$ cat src/rtl/fpu_issue_pkg.sv
// Shared decode constants, FSM state type and FPU request record for fpu_issue_ctrl.
package fpu_issue_pkg;

  localparam logic [4:0] OPC_OP_FP    = 5'b10100;
  localparam logic [4:0] OPC_LOAD_FP  = 5'b00001;
  localparam logic [4:0] OPC_STORE_FP = 5'b01001;
  localparam logic [4:0] OPC_SYSTEM   = 5'b11100;

  localparam logic [4:0] F5_FADD     = 5'b00000;
  localparam logic [4:0] F5_FSUB     = 5'b00001;
  localparam logic [4:0] F5_FMUL     = 5'b00010;
  localparam logic [4:0] F5_FDIV     = 5'b00011;
  localparam logic [4:0] F5_FSGNJ    = 5'b00100;
  localparam logic [4:0] F5_FMINMAX  = 5'b00101;
  localparam logic [4:0] F5_FCMP     = 5'b10100;
  localparam logic [4:0] F5_FCVT_W_S = 5'b11000;
  localparam logic [4:0] F5_FMV_X_W  = 5'b11100;
  localparam logic [4:0] F5_FCVT_S_W = 5'b11010;
  localparam logic [4:0] F5_FMV_W_X  = 5'b11110;

  localparam logic [11:0] CSR_FFLAGS = 12'h001;
  localparam logic [11:0] CSR_FRM    = 12'h002;
  localparam logic [11:0] CSR_FCSR   = 12'h003;

  typedef enum logic [1:0] {RUN, ISSUE, DRAIN} state_t;

  typedef struct packed {
    logic [4:0] op;
    logic [2:0] rm;
    logic [1:0] fmt;
    logic [4:0] rs2;
    logic [4:0] rd;
    logic       xdst;
  } fpu_req_t;

  function automatic logic f5_xdst(input logic [4:0] f5);
    return (f5 == F5_FCMP) || (f5 == F5_FCVT_W_S) || (f5 == F5_FMV_X_W);
  endfunction

  function automatic logic f5_rs1_x(input logic [4:0] f5);
    return (f5 == F5_FCVT_S_W) || (f5 == F5_FMV_W_X);
  endfunction

  function automatic logic f5_uses_rs2(input logic [4:0] f5);
    return (f5 == F5_FADD) || (f5 == F5_FSUB) || (f5 == F5_FMUL) || (f5 == F5_FDIV) ||
           (f5 == F5_FSGNJ) || (f5 == F5_FMINMAX) || (f5 == F5_FCMP);
  endfunction

endpackage

$ cat src/rtl/fpu_issue_ctrl_scoreboard.sv
// Pending-write scoreboard for the f- and x-register files, with hazard queries and sb_err.
// FPU_SB_BYPASS_EN: hide the register being written back this cycle from the hazard queries.
module fpu_scoreboard (
  input  logic       clk,
  input  logic       rst_n,
  input  logic       set_en,
  input  logic [4:0] set_rd,
  input  logic       set_x,
  input  logic       clr_en,
  input  logic [4:0] clr_rd,
  input  logic       clr_x,
  input  logic [4:0] rs1,
  input  logic       rs1_x,
  input  logic       rs1_use,
  input  logic [4:0] rs2,
  input  logic       rs2_x,
  input  logic       rs2_use,
  input  logic [4:0] rd,
  input  logic       rd_x,
  input  logic       rd_use,
  output logic       rs1_busy,
  output logic       rs2_busy,
  output logic       rd_busy,
  output logic       sb_err
);
  logic [31:0] f_pend, x_pend;
  logic [31:0] f_set, x_set, f_clr, x_clr;
  logic [31:0] f_vis, x_vis;
  logic        clr_pend, spurious;

  always_comb begin
    f_set = '0;
    x_set = '0;
    f_clr = '0;
    x_clr = '0;
    if (set_en) begin
      if (set_x) x_set[set_rd] = 1'b1;
      else       f_set[set_rd] = 1'b1;
    end
    x_set[0] = 1'b0;
    if (clr_en) begin
      if (clr_x) x_clr[clr_rd] = 1'b1;
      else       f_clr[clr_rd] = 1'b1;
    end
  end

`ifdef FPU_SB_BYPASS_EN
  // write-through register file: the value being written back is already visible to ID
  assign f_vis = f_pend & ~f_clr;
  assign x_vis = x_pend & ~x_clr;
`else
  assign f_vis = f_pend;
  assign x_vis = x_pend;
`endif

  assign rs1_busy = rs1_use & (rs1_x ? x_vis[rs1] : f_vis[rs1]);
  assign rs2_busy = rs2_use & (rs2_x ? x_vis[rs2] : f_vis[rs2]);
  assign rd_busy  = rd_use  & (rd_x  ? x_vis[rd]  : f_vis[rd]);

  assign clr_pend = clr_x ? x_pend[clr_rd] : f_pend[clr_rd];
  assign spurious = clr_en & ~(clr_x & (clr_rd == 5'd0)) & ~clr_pend;

  // set is OR-ed after the clear so a same-cycle set of the same bit wins
  always_ff @(posedge clk or negedge rst_n) begin
    if (!rst_n) begin
      f_pend <= '0;
      x_pend <= '0;
      sb_err <= 1'b0;
    end else begin
      f_pend <= (f_pend & ~f_clr) | f_set;
      x_pend <= (x_pend & ~x_clr) | x_set;
      sb_err <= sb_err | spurious;
    end
  end

endmodule

$ cat src/rtl/fpu_issue_ctrl.sv
// ID-stage FPU issue control: classifies the ID instruction, stalls on hazards/occupancy, issues OP-FP.
// States: RUN accept or stall | ISSUE hold request until ready | DRAIN wait for out_cnt==0. Option: FPU_SB_BYPASS_EN.
module fpu_issue_ctrl
  import fpu_issue_pkg::*;
#(
  parameter int MAX_OUT = 4
) (
  input  logic        clk,
  input  logic        rst_n,
  input  logic        id_valid,
  input  logic [31:0] id_inst,
  input  logic        id_flush,
  output logic        id_stall,
  output logic        fpu_req_valid,
  input  logic        fpu_req_ready,
  output logic [4:0]  fpu_req_op,
  output logic [2:0]  fpu_req_rm,
  output logic [1:0]  fpu_req_fmt,
  output logic [4:0]  fpu_req_rs2,
  output logic [4:0]  fpu_req_rd,
  output logic        fpu_req_xdst,
  input  logic        fpu_resp_valid,
  input  logic [4:0]  fpu_resp_rd,
  input  logic        fpu_resp_xdst,
  output logic        sb_err
);
  state_t     state;
  fpu_req_t   req;
  logic [3:0] out_cnt;

  logic [4:0]  opc, f5, rd, rs1, rs2;
  logic [2:0]  func3;
  logic [11:0] csr;
  logic        is_32b, is_opfp, is_load, is_store, is_fcsr;
  logic        rs1_x, rs1_use, rs2_x, rs2_use, rd_x, rd_use;
  logic        rs1_busy, rs2_busy, rd_busy, hazard;
  logic        live, at_cap, need_drain, run_stall, accept_op;
  logic        handshake, resp_dec;

  assign opc   = id_inst[6:2];
  assign f5    = id_inst[31:27];
  assign rd    = id_inst[11:7];
  assign rs1   = id_inst[19:15];
  assign rs2   = id_inst[24:20];
  assign func3 = id_inst[14:12];
  assign csr   = id_inst[31:20];

  assign is_32b   = (id_inst[1:0] == 2'b11);
  assign is_opfp  = is_32b & (opc == OPC_OP_FP);
  assign is_load  = is_32b & (opc == OPC_LOAD_FP);
  assign is_store = is_32b & (opc == OPC_STORE_FP);
  assign is_fcsr  = is_32b & (opc == OPC_SYSTEM) & (func3 != 3'b000) &
                    ((csr == CSR_FFLAGS) | (csr == CSR_FRM) | (csr == CSR_FCSR));

  // non-FP opcodes check both x sources unconditionally; a false stall is harmless
  always_comb begin
    rs1_x   = 1'b1;
    rs1_use = 1'b1;
    rs2_x   = 1'b1;
    rs2_use = 1'b1;
    rd_x    = 1'b0;
    rd_use  = 1'b0;
    if (is_opfp) begin
      rs1_x   = f5_rs1_x(f5);
      rs2_x   = 1'b0;
      rs2_use = f5_uses_rs2(f5);
      rd_x    = f5_xdst(f5);
      rd_use  = 1'b1;
    end else if (is_load) begin
      rs2_use = 1'b0;
      rd_use  = 1'b1;
    end else if (is_store) begin
      rs2_x   = 1'b0;
    end
  end

  fpu_scoreboard u_sb (
    .clk      (clk),
    .rst_n    (rst_n),
    .set_en   (accept_op),
    .set_rd   (rd),
    .set_x    (rd_x),
    .clr_en   (fpu_resp_valid),
    .clr_rd   (fpu_resp_rd),
    .clr_x    (fpu_resp_xdst),
    .rs1      (rs1),
    .rs1_x    (rs1_x),
    .rs1_use  (rs1_use),
    .rs2      (rs2),
    .rs2_x    (rs2_x),
    .rs2_use  (rs2_use),
    .rd       (rd),
    .rd_x     (rd_x),
    .rd_use   (rd_use),
    .rs1_busy (rs1_busy),
    .rs2_busy (rs2_busy),
    .rd_busy  (rd_busy),
    .sb_err   (sb_err)
  );

  assign hazard     = rs1_busy | rs2_busy | rd_busy;
  assign live       = id_valid & ~id_flush;
  assign at_cap     = is_opfp & (out_cnt == 4'(MAX_OUT));
  assign need_drain = is_fcsr & (out_cnt != 4'd0);
  assign run_stall  = live & (hazard | at_cap | need_drain);
  assign accept_op  = (state == RUN) & live & ~run_stall & is_opfp;
  assign id_stall   = (state == RUN) ? run_stall : 1'b1;

  assign handshake = fpu_req_valid & fpu_req_ready;
  assign resp_dec  = fpu_resp_valid & (out_cnt != 4'd0);

  always_ff @(posedge clk or negedge rst_n) begin
    if (!rst_n) begin
      state         <= RUN;
      req           <= '0;
      fpu_req_valid <= 1'b0;
      out_cnt       <= 4'd0;
    end else begin
      out_cnt <= out_cnt + 4'(handshake) - 4'(resp_dec);
      case (state)
        RUN: begin
          if (accept_op) begin
            req           <= '{op: f5, rm: func3, fmt: id_inst[26:25], rs2: rs2, rd: rd, xdst: rd_x};
            fpu_req_valid <= 1'b1;
            state         <= ISSUE;
          end else if (live & need_drain) begin
            state <= DRAIN;
          end
        end
        ISSUE: begin
          if (fpu_req_ready) begin
            fpu_req_valid <= 1'b0;
            state         <= RUN;
          end
        end
        DRAIN: begin
          if (out_cnt == 4'd0) state <= RUN;
        end
        default: state <= RUN;
      endcase
    end
  end

  assign fpu_req_op   = req.op;
  assign fpu_req_rm   = req.rm;
  assign fpu_req_fmt  = req.fmt;
  assign fpu_req_rs2  = req.rs2;
  assign fpu_req_rd   = req.rd;
  assign fpu_req_xdst = req.xdst;

endmodule
$ cat config.mk
export PLATFORM = sky130hd
export DESIGN_NAME = fpu_issue_ctrl
export DESIGN_NICKNAME = d
export VERILOG_FILES = /design/src/rtl/fpu_issue_pkg.sv /design/src/rtl/fpu_issue_ctrl_scoreboard.sv /design/src/rtl/fpu_issue_ctrl.sv
export SDC_FILE = /design/constraint.sdc
export NUM_CORES = 1
export LEC_CHECK = 0
export BUFFER_PORTS_ARGS = -buffer_cell sky130_fd_sc_hd__buf_2
export CAP_MARGIN = 10
export CORE_UTILIZATION = 30
export CTS_BUF_LIST = sky130_fd_sc_hd__clkbuf_2
export DETAILED_ROUTE_END_ITERATION = 12
export GPL_TIMING_DRIVEN = 0
export PLACE_DENSITY = 0.42
export SYNTH_ARGS = -nofsm -noshare
export SYNTH_HDL_FRONTEND = slang
export SYNTH_SLANG_ARGS = --single-unit
$ cat constraint.sdc
create_clock -name clk -period 3.55 [get_ports clk]
set_clock_uncertainty 0.2 [all_clocks]
set_input_delay 0.1775 -clock clk [delete_from_list [all_inputs] [get_ports clk]]
set_output_delay 0.1775 -clock clk [all_outputs]
set_load 0.005 [all_outputs]
=== Word level (Yosys, flattened, before mapping) ===
Cells that the tools add are included.

* Word-level logic and storage cells: 154
* Bits of input ports: 44
* Register bits after elaboration: 93

* $add $sub $neg: 2
* Magnitude comparators: 6
* Muxes and demuxes: 50
* Equal/unequal tests: 25
* Bitwise logic cells: 38
* Reductions and logical operators: 21

{| class="wikitable"
|+ Operator list
! operator !! number
|-
| 32-bit two-way mux || 8
|-
| 32-bit AND || 2
|-
| 32-bit NOT || 2
|-
| 32-bit OR || 2
|-
| 1-bit binary-select mux with 5-bit select || 8
|-
| 5-bit == test, second input constant || 7
|-
| 1-bit two-way mux || 26
|-
| 12-bit by 2-bit == test with 1-bit output, second input constant || 2
|-
| 5-bit by 6-bit less-than comparator with 1-bit output, second input constant || 4
|-
| 1-bit AND || 21
|-
| 12-bit by 1-bit == test with 1-bit output, second input constant || 1
|-
| 1-bit demux with 5-bit select || 2
|-
| 5-bit by 1-bit == test with 1-bit output, second input constant || 2
|-
| 5-bit by 2-bit == test with 1-bit output, second input constant || 2
|-
| 5-bit by 3-bit == test with 1-bit output, second input constant || 2
|-
| 5-bit by 1-bit >= comparator with 1-bit output, second input constant || 2
|-
| 5-bit zero test || 2
|-
| 1-bit logical OR || 9
|-
| 2-bit two-way mux || 4
|-
| 1-bit OR || 7
|-
| 2-bit inequality test, second input constant || 3
|-
| 2-bit one-hot mux with 3 select lines || 1
|-
| 3-bit AND reduction || 2
|-
| 5-bit by 4-bit == test with 1-bit output, second input constant || 1
|-
| other kinds (15) || 20
|}

=== Logic depth before layout (Yosys ltp) ===
Gate-level depths: netlist of run 1.

* Word-level depth: 19
* Gate-level depth with buffers: 11

=== Hierarchy ===
A second synthesis of run 1 with hierarchy kept.

* Cell total of the unflattened synthesis: 569
* Area, all modules: 6308.6 sq um

{| class="wikitable"
|+ Modules (own cells, without submodules)
! module !! cells each !! instances !! sequential area each (sq um) !! area each (sq um)
|-
| fpu_scoreboard || 450 || 1 || 1626.6 || 4792.1
|-
| fpu_issue_ctrl || 119 || 1 || 700.7 || 1516.5
|}

=== Worst setup path after synthesis of run 1 ===
Ideal clock, no wire load.

* Path type: input -> register
* Start point: in id_inst[21]
* End point: reg req, in the netlist fpu_req_fmt[1]
* Path buffers: 3
* Path slack: 1.063 ns
* Arrival time: 2.162 ns
* Stages on the path: 10
* Data required time: 3.225 ns
* Cell sequence: buf_2 -> mux4_2 -> mux2i_1 -> mux2_1 -> o22ai_1 -> nor3_2 -> nand4_2 -> buf_6 -> buf_12 -> mux2_4

* Word-level cells in the longest chain between the ends: 13
* Elaborated cells between the ends (all ways): 22
* Those cells by class: 3 x eq/ne; 5 x mux; 13 x bitwise; 1 x reduce/logical

{| class="wikitable"
|+ Ends and longest elaborated chain
! element !! RTL line !! source
|-
| start: declaration || fpu_issue_ctrl.sv:11 || <nowiki>input logic [31:0] id_inst,</nowiki>
|-
| 1-bit binary-select mux with 5-bit select || fpu_issue_ctrl_scoreboard.sv:57 || <nowiki>assign rs2_busy = rs2_use & (rs2_x ? x_vis[rs2] : f_vis[rs2]);</nowiki>
|-
| 1-bit two-way mux (not written as such) || fpu_issue_ctrl_scoreboard.sv:57 ||
|-
| 1-bit two-way mux || fpu_issue_ctrl_scoreboard.sv:57 ||
|-
| 1-bit AND || fpu_issue_ctrl_scoreboard.sv:57 ||
|-
| 1-bit OR (2 in a row) || fpu_issue_ctrl.sv:101 || <nowiki>assign hazard = rs1_busy | rs2_busy | rd_busy;</nowiki>
|-
| 1-bit OR || fpu_issue_ctrl.sv:105 || <nowiki>assign run_stall = live & (hazard | at_cap | need_drain);</nowiki>
|-
| 1-bit OR * || fpu_issue_ctrl.sv:105 ||
|-
| 1-bit AND * || fpu_issue_ctrl.sv:105 ||
|-
| 1-bit NOT * || fpu_issue_ctrl.sv:106 || <nowiki>assign accept_op = (state == RUN) & live & ~run_stall & is_opfp;</nowiki>
|-
| 1-bit AND * (2 in a row) || fpu_issue_ctrl.sv:106 ||
|-
| 2-bit AND reduction (no source line) * || -- ||
|-
| end signal: assignment || fpu_issue_ctrl.sv:123 || <nowiki>req <= '{op: f5, rm: func3, fmt: id_inst[26:25], rs2: rs2, rd: rd, xdst: rd_x};</nowiki>
|-
| end: declaration || fpu_issue_ctrl.sv:28 || <nowiki>fpu_req_t req;</nowiki>
|}

Mark *: on every way between the ends. The rest lies on a longest branch, timed or not. The select of a mux whose other input is x is not followed.
A chain may end at the register's enable or synchronous reset.

=== Worst setup path in the final report of run 1 ===
* Start point: reg u_sb.x_pend[19]
* End point: out id_stall

* Word-level cells in the longest chain between the ends: 10
* Elaborated cells between the ends (all ways): 17
* Those cells by class: 10 x mux; 7 x bitwise

{| class="wikitable"
|+ Ends and longest elaborated chain
! element !! RTL line !! source
|-
| start: declaration || fpu_issue_ctrl_scoreboard.sv:26 || <nowiki>logic [31:0] f_pend, x_pend;</nowiki>
|-
| start signal: assignment || fpu_issue_ctrl_scoreboard.sv:71 || <nowiki>x_pend <= (x_pend & ~x_clr) | x_set;</nowiki>
|-
| 1-bit binary-select mux with 5-bit select || fpu_issue_ctrl_scoreboard.sv:57 ||
|-
| 1-bit two-way mux (not written as such) || fpu_issue_ctrl_scoreboard.sv:57 ||
|-
| 1-bit two-way mux || fpu_issue_ctrl_scoreboard.sv:57 ||
|-
| 1-bit AND || fpu_issue_ctrl_scoreboard.sv:57 ||
|-
| 1-bit OR || fpu_issue_ctrl.sv:101 ||
|-
| 1-bit OR * || fpu_issue_ctrl.sv:101 ||
|-
| 1-bit OR * (2 in a row) || fpu_issue_ctrl.sv:105 ||
|-
| 1-bit AND * || fpu_issue_ctrl.sv:105 ||
|-
| 1-bit two-way mux * || fpu_issue_ctrl.sv:107 || <nowiki>assign id_stall = (state == RUN) ? run_stall : 1'b1;</nowiki>
|-
| end: declaration || fpu_issue_ctrl.sv:13 || <nowiki>output logic id_stall,</nowiki>
|}

Marked as above.

==> results.yml, run 1 <==
clocking:
  cts_buffers: 9
  cts_setup_buffers: 0
  clock_latency_ps: 650
  cts_tree: "done"
  h-tree-depth: 3
  numClockSinks: 93
  cts_root_buf: "clkbuf_2"
  ctsHoldBuffers: 26
  path_clk_slew_ps: 310
  clockBufferDepth: 2
  cts_resized: 0
sta:
  max_freq_ghz: 0.293
  hold_viol_final: 0
  setup_viol: 0
  final.period_utilization_pct: 96.2
  rsz0062_at_grt: "no"
  layout_min_cycle_time_ps: 3410
  slew_headroom_pct: 36.4
  slew_violations: 0
  tightestPinTransition_ps: 953
  setup_tns_ps: 0
place:
  port_buffers: 57
  dpl.hpwl_microns: 18500
  gp_congestion: 0.922
  placed_cells: 964
setup_path:
  worst-path-max-fanout: 5
  cp_data_required_time_ps: 3170
  cp.arrival_ps: 3040
  worstSetupPathType: "reg -> out"
  start_kind: "flip-flop"
  crit_path_end_kind: "primary output"
  r2r_setup_slack_ps: 460
die:
  die_area_sq_mm: 0.0225
  pin_count: 68
  die_w_microns: 150
  num_rows: 53
  core_sq_mm: 0.0213
  initial_core_util_pct: 30.9
  die_y_microns: 150
routing:
  dr.first_iter.drc_count: 673
  viasPerCell: 6.03
  num_vias: 6083
  wl_microns: 25200
  drt_first_pass_iters: 5
  wire_per_inst_microns: 25.0
  drc: 0
  ant_nets: 0
synth:
  syn-num-nets: 682
  synthArstFlopShare_pct: 100
  ys_seq_elements: 93
  synth.avg_cell_area_sq_um: 10.4
  seq_area_frac_synth_pct: 35.4
  synth_edf_count: 0
  syn_inst: 631
  ys.flop_type: "dfrtp_1"
  ys_warn_count: 0
  syn-cell-area_sq_mm: 0.00658
  ys_types: 56
final_layout:
  finalNonFillerCells: 1008
  final_util_pct: 35.9
  layout_commonest_cell: "o21ai_0"
  mostFrequentLayoutCells: "o21ai_0, dfrtp_1, nand3_1"
  layout.nets: 777
  areaGrowthSynthToFinish_pct: 16.2
  drive_gt1_share_pct: 24.2
  fillers: 2140
global_route:
  grt_usage_pct: 23.8
  grt_max_degree: 56
  globalRouteOverflowTotal: 0
  first_global_vias: 6078
  grt_pass1_wl_microns: 39000
  antenna_found_initial: 1
power:
  ir_worst_vdd_uv: 213
  power_density_mw_per_mm2: 290
  power.total_mw: 2.22
  leakagePower_nw: 3.13
status:
  outcome: "complete, no violations"
worst_hold_path:
  hp-class: "in -> reg"
run:
  cap_violations: 0
==> area by class of cell <==
cell class,instances,area [sq um],area share [%]
clock buffer,10,50.0,0.655
inverter,14,52.6,0.688
tap,275,344,4.50
multi-input combinational,464,3900,51.0
antenna,2,5.00,0.0655
clock inverter,6,78.8,1.03
timing repair buffer,84,586,7.66
sequential,93,2330,30.5
buffer,60,300,3.93
==> critical path, cell delays in order (launching register included) <==
cell and delay (ps):
dfrtp_1 500, mux4_2 490, nor2b_1 160, a211oi_1 330
a211oi_1 90, o21ai_0 360, and4_1 250, o21ai_0 70
buf_2 130
==> synthesized netlist by cell type (3+ instances only) <==
cell,number,area [sq um]
nand3b_1,6,45.0
clkbuf_1,36,135
o22ai_1,7,43.8
and2_1,4,25.0
mux4_2,51,1150
nand2b_1,8,50.1
nand3_1,74,370
ha_1,6,75.1
a211oi_1,5,37.5
nor4_1,4,25.0
nor3b_1,6,45.0
a21oi_1,8,40.0
mux2i_1,27,270
inv_1,14,52.6
nor2b_1,8,50.1
o21ai_0,132,661
mux4_1,3,78.8
dfrtp_1,93,2330
a22oi_1,11,82.6
nor3_1,5,25.0
buf_6,3,33.8
buf_2,14,70.1
a221oi_1,4,35.0
o2111ai_1,4,35.0
buf_1,3,11.3
nor2_1,12,45.0
mux2_2,9,101
nand2_1,20,75.1
and3b_1,4,35.0
mux2_4,15,225
==> registers in the layout, indices dropped and copies added (netlist names), 2 cells and up <==
name and count:
out_cnt 4, fpu_req_rd 5, fpu_req_op 5, fpu_req_rm 3, u_sb.f_pend 32, u_sb.x_pend 32, fpu_req_fmt 2, fpu_req_rs2 5
state 2
==> cells by family (layout without fill, tap and decap cells) <==
family / Yosys count / after routing / synth area share (%)
flip-flops: 93 / 93 / 35.4
XOR/XNOR: 2 / 2 / 0.266
AND/OR/NAND/NOR: 167 / 167 / 14.0
multiplexers: 107 / 107 / 28.1
AO/OA/AOI/OAI: 181 / 181 / 15.4
buffers and inverters: 74 / 174 / 5.36
adder cells (fa/ha/maj): 7 / 7 / 1.45
other: 0 / 2 / 0
==> per-stage QoR <==
step	cell area [sq um]	setup WS [ps]	hold WS (ps)
after floorplan	6580	1060	-318
after global placement	7210	148	213
after detailed placement	7240	74.1	-2.36
after CTS	7640	193	21.7
after global routing	7640	88.3	66.2
final	7640	136	50.8
==> routing by layer <==
metal  up-vias  global-route usage [%]  wire length, microns
li1       2613                       -                     -
met1      3131                    33.7                 11200
met2       298                    36.9                 11800
met3        41                    3.75                  1640
met4         0                    7.63                   598
met5         -                       0                     0
==> report_power, final <==
group | internal, mW | switching (mW)
sequential | 1.10 | 0.0225
combinational | 0.194 | 0.295
clock | 0.182 | 0.424
==> worst paths after layout <==
check                                  endpoint             from  depth (start not counted)
worst max-delay path                   id_stall  u_sb.x_pend[19]                          8
worst min-delay path             u_sb.x_pend[0]   fpu_resp_rd[2]                          4
worst max register to register      u_sb.sb_err  u_sb.f_pend[20]                          7
worst min register to register         state[1]         state[0]                          1
max in group asynchronous       u_sb.f_pend[30]            rst_n                          4
min in group asynchronous        fpu_req_rs2[2]            rst_n                          4
(Power assumes the default switching activity.)
==> run 2: changes to the inputs <==
==> constraint.sdc (replaced) <==
create_clock -name clk -period 3.55 [get_ports clk]
set_clock_uncertainty 0.2 [all_clocks]
set_input_delay 0.71 -clock clk [delete_from_list [all_inputs] [get_ports clk]]
set_output_delay 0.71 -clock clk [all_outputs]
set_load 0.005 [all_outputs]
==> results.yml, run 2 (same netlist as run 1, synthesis figures left out) <==
run:
  cap_violations: 0
global_route:
  globalRouteOverflowTotal: 0
  grt_max_degree: 56
  first_global_vias: 6005
  grt_pass1_wl_microns: 38900
  antenna_found_initial: 1
  grt_usage_pct: 23.7
routing:
  dr.first_iter.drc_count: 654
  wl_microns: 25200
  num_vias: 6017
  viasPerCell: 6.07
  ant_nets: 0
  drc: 0
  drt_first_pass_iters: 7
  wire_per_inst_microns: 25.4
sta:
  hold_viol_final: 0
  layout_min_cycle_time_ps: 3620
  max_freq_ghz: 0.276
  slew_headroom_pct: 41.0
  final.period_utilization_pct: 102
  rsz0062_at_grt: "yes"
  slew_violations: 0
  tightestPinTransition_ps: 880
  whs_ps: 68.7
  setup_viol: 1
  finalWorstSetupSlack_ps: -69.1
final_layout:
  layout_commonest_cell: "o21ai_0"
  reg_top3: "u_sb.f_pend x32, u_sb.x_pend x32"
  mostFrequentLayoutCells: "o21ai_0, dfrtp_1, nand3_1"
  layout.nets: 760
  drive_gt1_share_pct: 29.7
  fillers: 2154
  multi_input_area_sq_mm: 0.00400
  design_area_sq_mm: 0.00758
  areaGrowthSynthToFinish_pct: 15.3
  seqCellArea_sq_mm: 0.00233
setup_path:
  cp.arrival_ps: 2710
  r2r_setup_slack_ps: 630
  r2r-start: "u_sb.f_pend[14]"
  worst-path-max-fanout: 10
  crit_path_end_kind: "primary output"
  r2r-end: "fpu_req_rd[3]"
  reg2reg_depth: 9
  worstSetupPathType: "in -> out"
  start_kind: "input port"
  cp_data_required_time_ps: 2640
worst_hold_path:
  hold_path.startpoint: "fpu_req_ready"
  hold_depth: 2
  hp-class: "in -> reg"
  min_to: "state[0]"
clocking:
  path_clk_slew_ps: 260
  numClockSinks: 93
  h-tree-depth: 3
  cts_tree: "done"
  cts_buffers: 9
  cts_root_buf: "clkbuf_2"
  clock_latency_ps: 640
  clockBufferDepth: 2
die:
  die_y_microns: 150
  num_rows: 53
  die_area_sq_mm: 0.0225
  die_w_microns: 150
  initial_core_util_pct: 30.9
  core_sq_mm: 0.0213
  pin_count: 68
power:
  ir_worst_vdd_uv: 214
  power_density_mw_per_mm2: 291
  leakagePower_nw: 3.12
status:
  failed_checks: "setup timing"
  outcome: "finished, violations left"
place:
  dpl.hpwl_microns: 18500
  gp_congestion: 0.922
  port_buffers: 57
  dpl_cell_area_sq_mm: 0.00724
run 2: cell types whose count changed in the layout (fill, tap and decap cells not counted), moves of 3 or more:
cell / delta
a211oi_2: +3
buf_4: +10
o22ai_1: -3
buf_2: -3
clkbuf_2: +7
o22ai_2: +3
clkbuf_1: -8
dlygate4sd3_1: -24
a211oi_1: -3
run 2: routing by layer:
metal / track usage, % / share of wire [%] / up-vias
met1: 33.6 / 44 / 3102
met5: 0 / 0 / -
li1: - / - / 2580
met4: 7.73 / 2.8 / 0
met3: 3.63 / 7.3 / 48
met2: 36.8 / 46 / 287
run 2: power breakdown:
group	leakage [nW]	internal [mW]	switching, mW
Clock	0.0806	0.182	0.426
Sequential	1.28	1.10	0.0225
Combinational	1.76	0.183	0.297
run 2: worst max-delay path by stage:
| stage | to | slack, ps | start |
|---|---|---|---|
| floorplan | id_stall | 180 | id_inst[20] |
| global placement | id_stall | -660 | id_inst[21] |
| detailed placement | id_stall | -630 | id_inst[21] |
| CTS | id_stall | -40 | u_sb.x_pend[18] |
| global route | id_stall | -160 | u_sb.x_pend[18] |
| finish | id_stall | -70 | id_inst[17] |
run 2: what timing repair did:
action,4_1_cts,5_1_grt
setup endpoints to repair,1,1
buffers inserted,7,1
endpoints found under the hold margin,38,0
pin swaps,8,1
hold buffers,1,0
gates resized for setup,37,4
run 2: layout make-up:
cell class              count  area share [%]
clock inverters             6            1.04
flip-flops and latches     93            30.7
diodes                      2          0.0660
multi-input cells         464            52.7
inverters                  14           0.693
plain buffers              60            4.49
well taps                 275            4.54
repair buffers             67            5.08
clock buffers              10           0.660
run 2: critical path: stages:
cell	delay, ps
clkbuf_2	260
buf_4	290
mux4_2	230
o22ai_2	100
nor3_1	320
nor2_1	100
mux2_2	290
and4_1	160
o21ai_1	110
buf_2	130
run 2: stage by stage:
step | utilization [%] | setup TNS [ps] | power (mW) | setup WS, ps | instances
2_1_floorplan | - | 0 | 1.42 | 180 | 631
3_3_place_gp | 33.9 | -21890 | 1.60 | -662 | 963
3_5_place_dp | 34.0 | -25520 | 1.61 | -629 | 964
4_1_cts | 35.5 | -42.3 | 2.23 | -42.3 | 988
5_1_grt | 35.6 | -161 | 2.32 | -161 | 991
6_report | 35.6 | -69.1 | 2.21 | -69.1 | 991
==> run 3: changes to the inputs <==
--- a/config.mk
+++ b/config.mk
@@ -13,3 +13,2 @@
 export GPL_TIMING_DRIVEN = 0
-export PLACE_DENSITY = 0.42
 export SYNTH_ARGS = -nofsm -noshare
--- a/constraint.sdc
+++ b/constraint.sdc
@@ -4,2 +4,2 @@
 set_output_delay 0.71 -clock clk [all_outputs]
-set_load 0.005 [all_outputs]
+set_load 0.02 [all_outputs]
==> results.yml, run 3 (same netlist as run 1, synthesis figures left out) <==
power:
  ir_worst_vdd_uv: 150
  power_density_mw_per_mm2: 281
  leakagePower_nw: 3.08
  power.total_mw: 2.12
clocking:
  h-tree-depth: 3
  cts_buffers: 9
  numClockSinks: 93
  clock_latency_ps: 640
  cts_tree: "done"
  path_clk_slew_ps: 280
  clockBufferDepth: 2
  cts_root_buf: "clkbuf_2"
routing:
  wire_per_inst_microns: 22.9
  drc: 0
  ant_nets: 0
  num_vias: 5999
  wl_microns: 22700
  viasPerCell: 6.05
  drt_first_pass_iters: 5
  dr.first_iter.drc_count: 740
sta:
  layout_min_cycle_time_ps: 3580
  slew_headroom_pct: 37.9
  tightestPinTransition_ps: 926
  finalWorstSetupSlack_ps: -34.1
  rsz0062_at_grt: "yes"
  final.period_utilization_pct: 101
  setup_viol: 1
  slew_violations: 0
  setup_tns_ps: -34.1
  max_freq_ghz: 0.279
  hold_viol_final: 0
  whs_ps: 52.2
place:
  dpl_cell_area_sq_mm: 0.00724
  dpl.hpwl_microns: 16300
  port_buffers: 57
  gp_congestion: 0.894
  dpl_worst_slack_ps: -539
  placed_cells: 964
global_route:
  antenna_found_initial: 1
  globalRouteOverflowTotal: 0
  first_global_vias: 5645
  grt_max_degree: 60
  grt_pass1_wl_microns: 34200
  grt_usage_pct: 20.8
worst_hold_path:
  min_to: "state[0]"
  hold_path.startpoint: "fpu_req_ready"
  hold_depth: 2
  hp-class: "in -> reg"
final_layout:
  design_area_sq_mm: 0.00756
  reg_top3: "u_sb.f_pend x32, u_sb.x_pend x32"
  layout.nets: 764
  seqCellArea_sq_mm: 0.00234
  mostFrequentLayoutCells: "o21ai_0, dfrtp_1, nand3_1"
  drive_gt1_share_pct: 30.9
  multi_input_area_sq_mm: 0.00397
  layout_commonest_cell: "o21ai_0"
  final_util_pct: 35.5
  fillers: 2107
  areaGrowthSynthToFinish_pct: 14.9
  finalNonFillerCells: 991
die:
  core_sq_mm: 0.0213
  die_area_sq_mm: 0.0225
  initial_core_util_pct: 30.9
  die_w_microns: 150
  die_y_microns: 150
  pin_count: 68
  num_rows: 53
run:
  cap_violations: 0
status:
  failed_checks: "setup timing"
  outcome: "finished, violations left"
setup_path:
  cp.arrival_ps: 2670
  worst-path-max-fanout: 10
  start_kind: "input port"
  worstSetupPathType: "in -> out"
  crit_path_end_kind: "primary output"
  r2r_setup_slack_ps: 280
  reg2reg_depth: 14
  r2r-end: "u_sb.f_pend[22]"
  crit_start: "id_inst[11]"
  cp_data_required_time_ps: 2640
  r2r-start: "out_cnt[2]"
run 3: cell count changes in the layout (fill, tap and decap cells not counted), moves of 2 or more:
cell / previous run / this run
dfrtp_2: 2 / 13
buf_4: 13 / 18
o22ai_1: 4 / 6
o22ai_2: 3 / 1
dfrtp_1: 91 / 80
inv_8: 2 / 0
a211oi_1: 2 / 4
a211oi_2: 3 / 1
run 3: worst max path at each step:
stage,slack (ps),endpoint
2_1_floorplan,40,id_stall
3_3_place_gp,-470,id_stall
3_5_place_dp,-540,id_stall
4_1_cts,-5,id_stall
5_1_grt,-180,id_stall
6_report,-30,id_stall
run 3: power by group:
group / switching [mW] / total [mW] / internal, mW
clock network: 0.390 / 0.543 / 0.153
logic: 0.278 / 0.458 / 0.180
registers: 0.0239 / 1.12 / 1.10
run 3: layout make-up:
class / count / share of cell area, %
sequential: 93 / 31.0
clock inverter: 4 / 0.695
clock buffer: 9 / 0.596
timing repair buffer: 72 / 5.68
buffer: 59 / 4.25
tap: 275 / 4.55
antenna: 1 / 0.0331
inverter: 14 / 0.695
multi-input combinational: 464 / 52.5
run 3: worst max-delay path, stage by stage:
cell and delay, ps:
buf_2 170, and3_1 230, clkbuf_4 210, a22oi_1 190
nand2_1 110, a221oi_2 270, o2111ai_2 200, and4_1 270
o21ai_2 170, buf_6 140
run 3: repair_timing:
item | 4_1_cts | 5_1_grt
hold buffers | 1 | 0
cloned | 0 | 0
pin swaps | 8 | 0
endpoints found under the hold margin | 34 | 0
resized for setup | 44 | 2
endpoints found under the setup margin | 1 | 1
buffers inserted | 13 | 0
run 3: per-layer routing:
layer / vias to the layer above / part of all wire [%] / global-route usage, %
li1: 2583 / - / -
met1: 3022 / 41 / 28.2
met2: 350 / 44 / 31.3
met3: 44 / 12 / 6.19
met4: 0 / 2.8 / 7.53
met5: - / 0 / 0
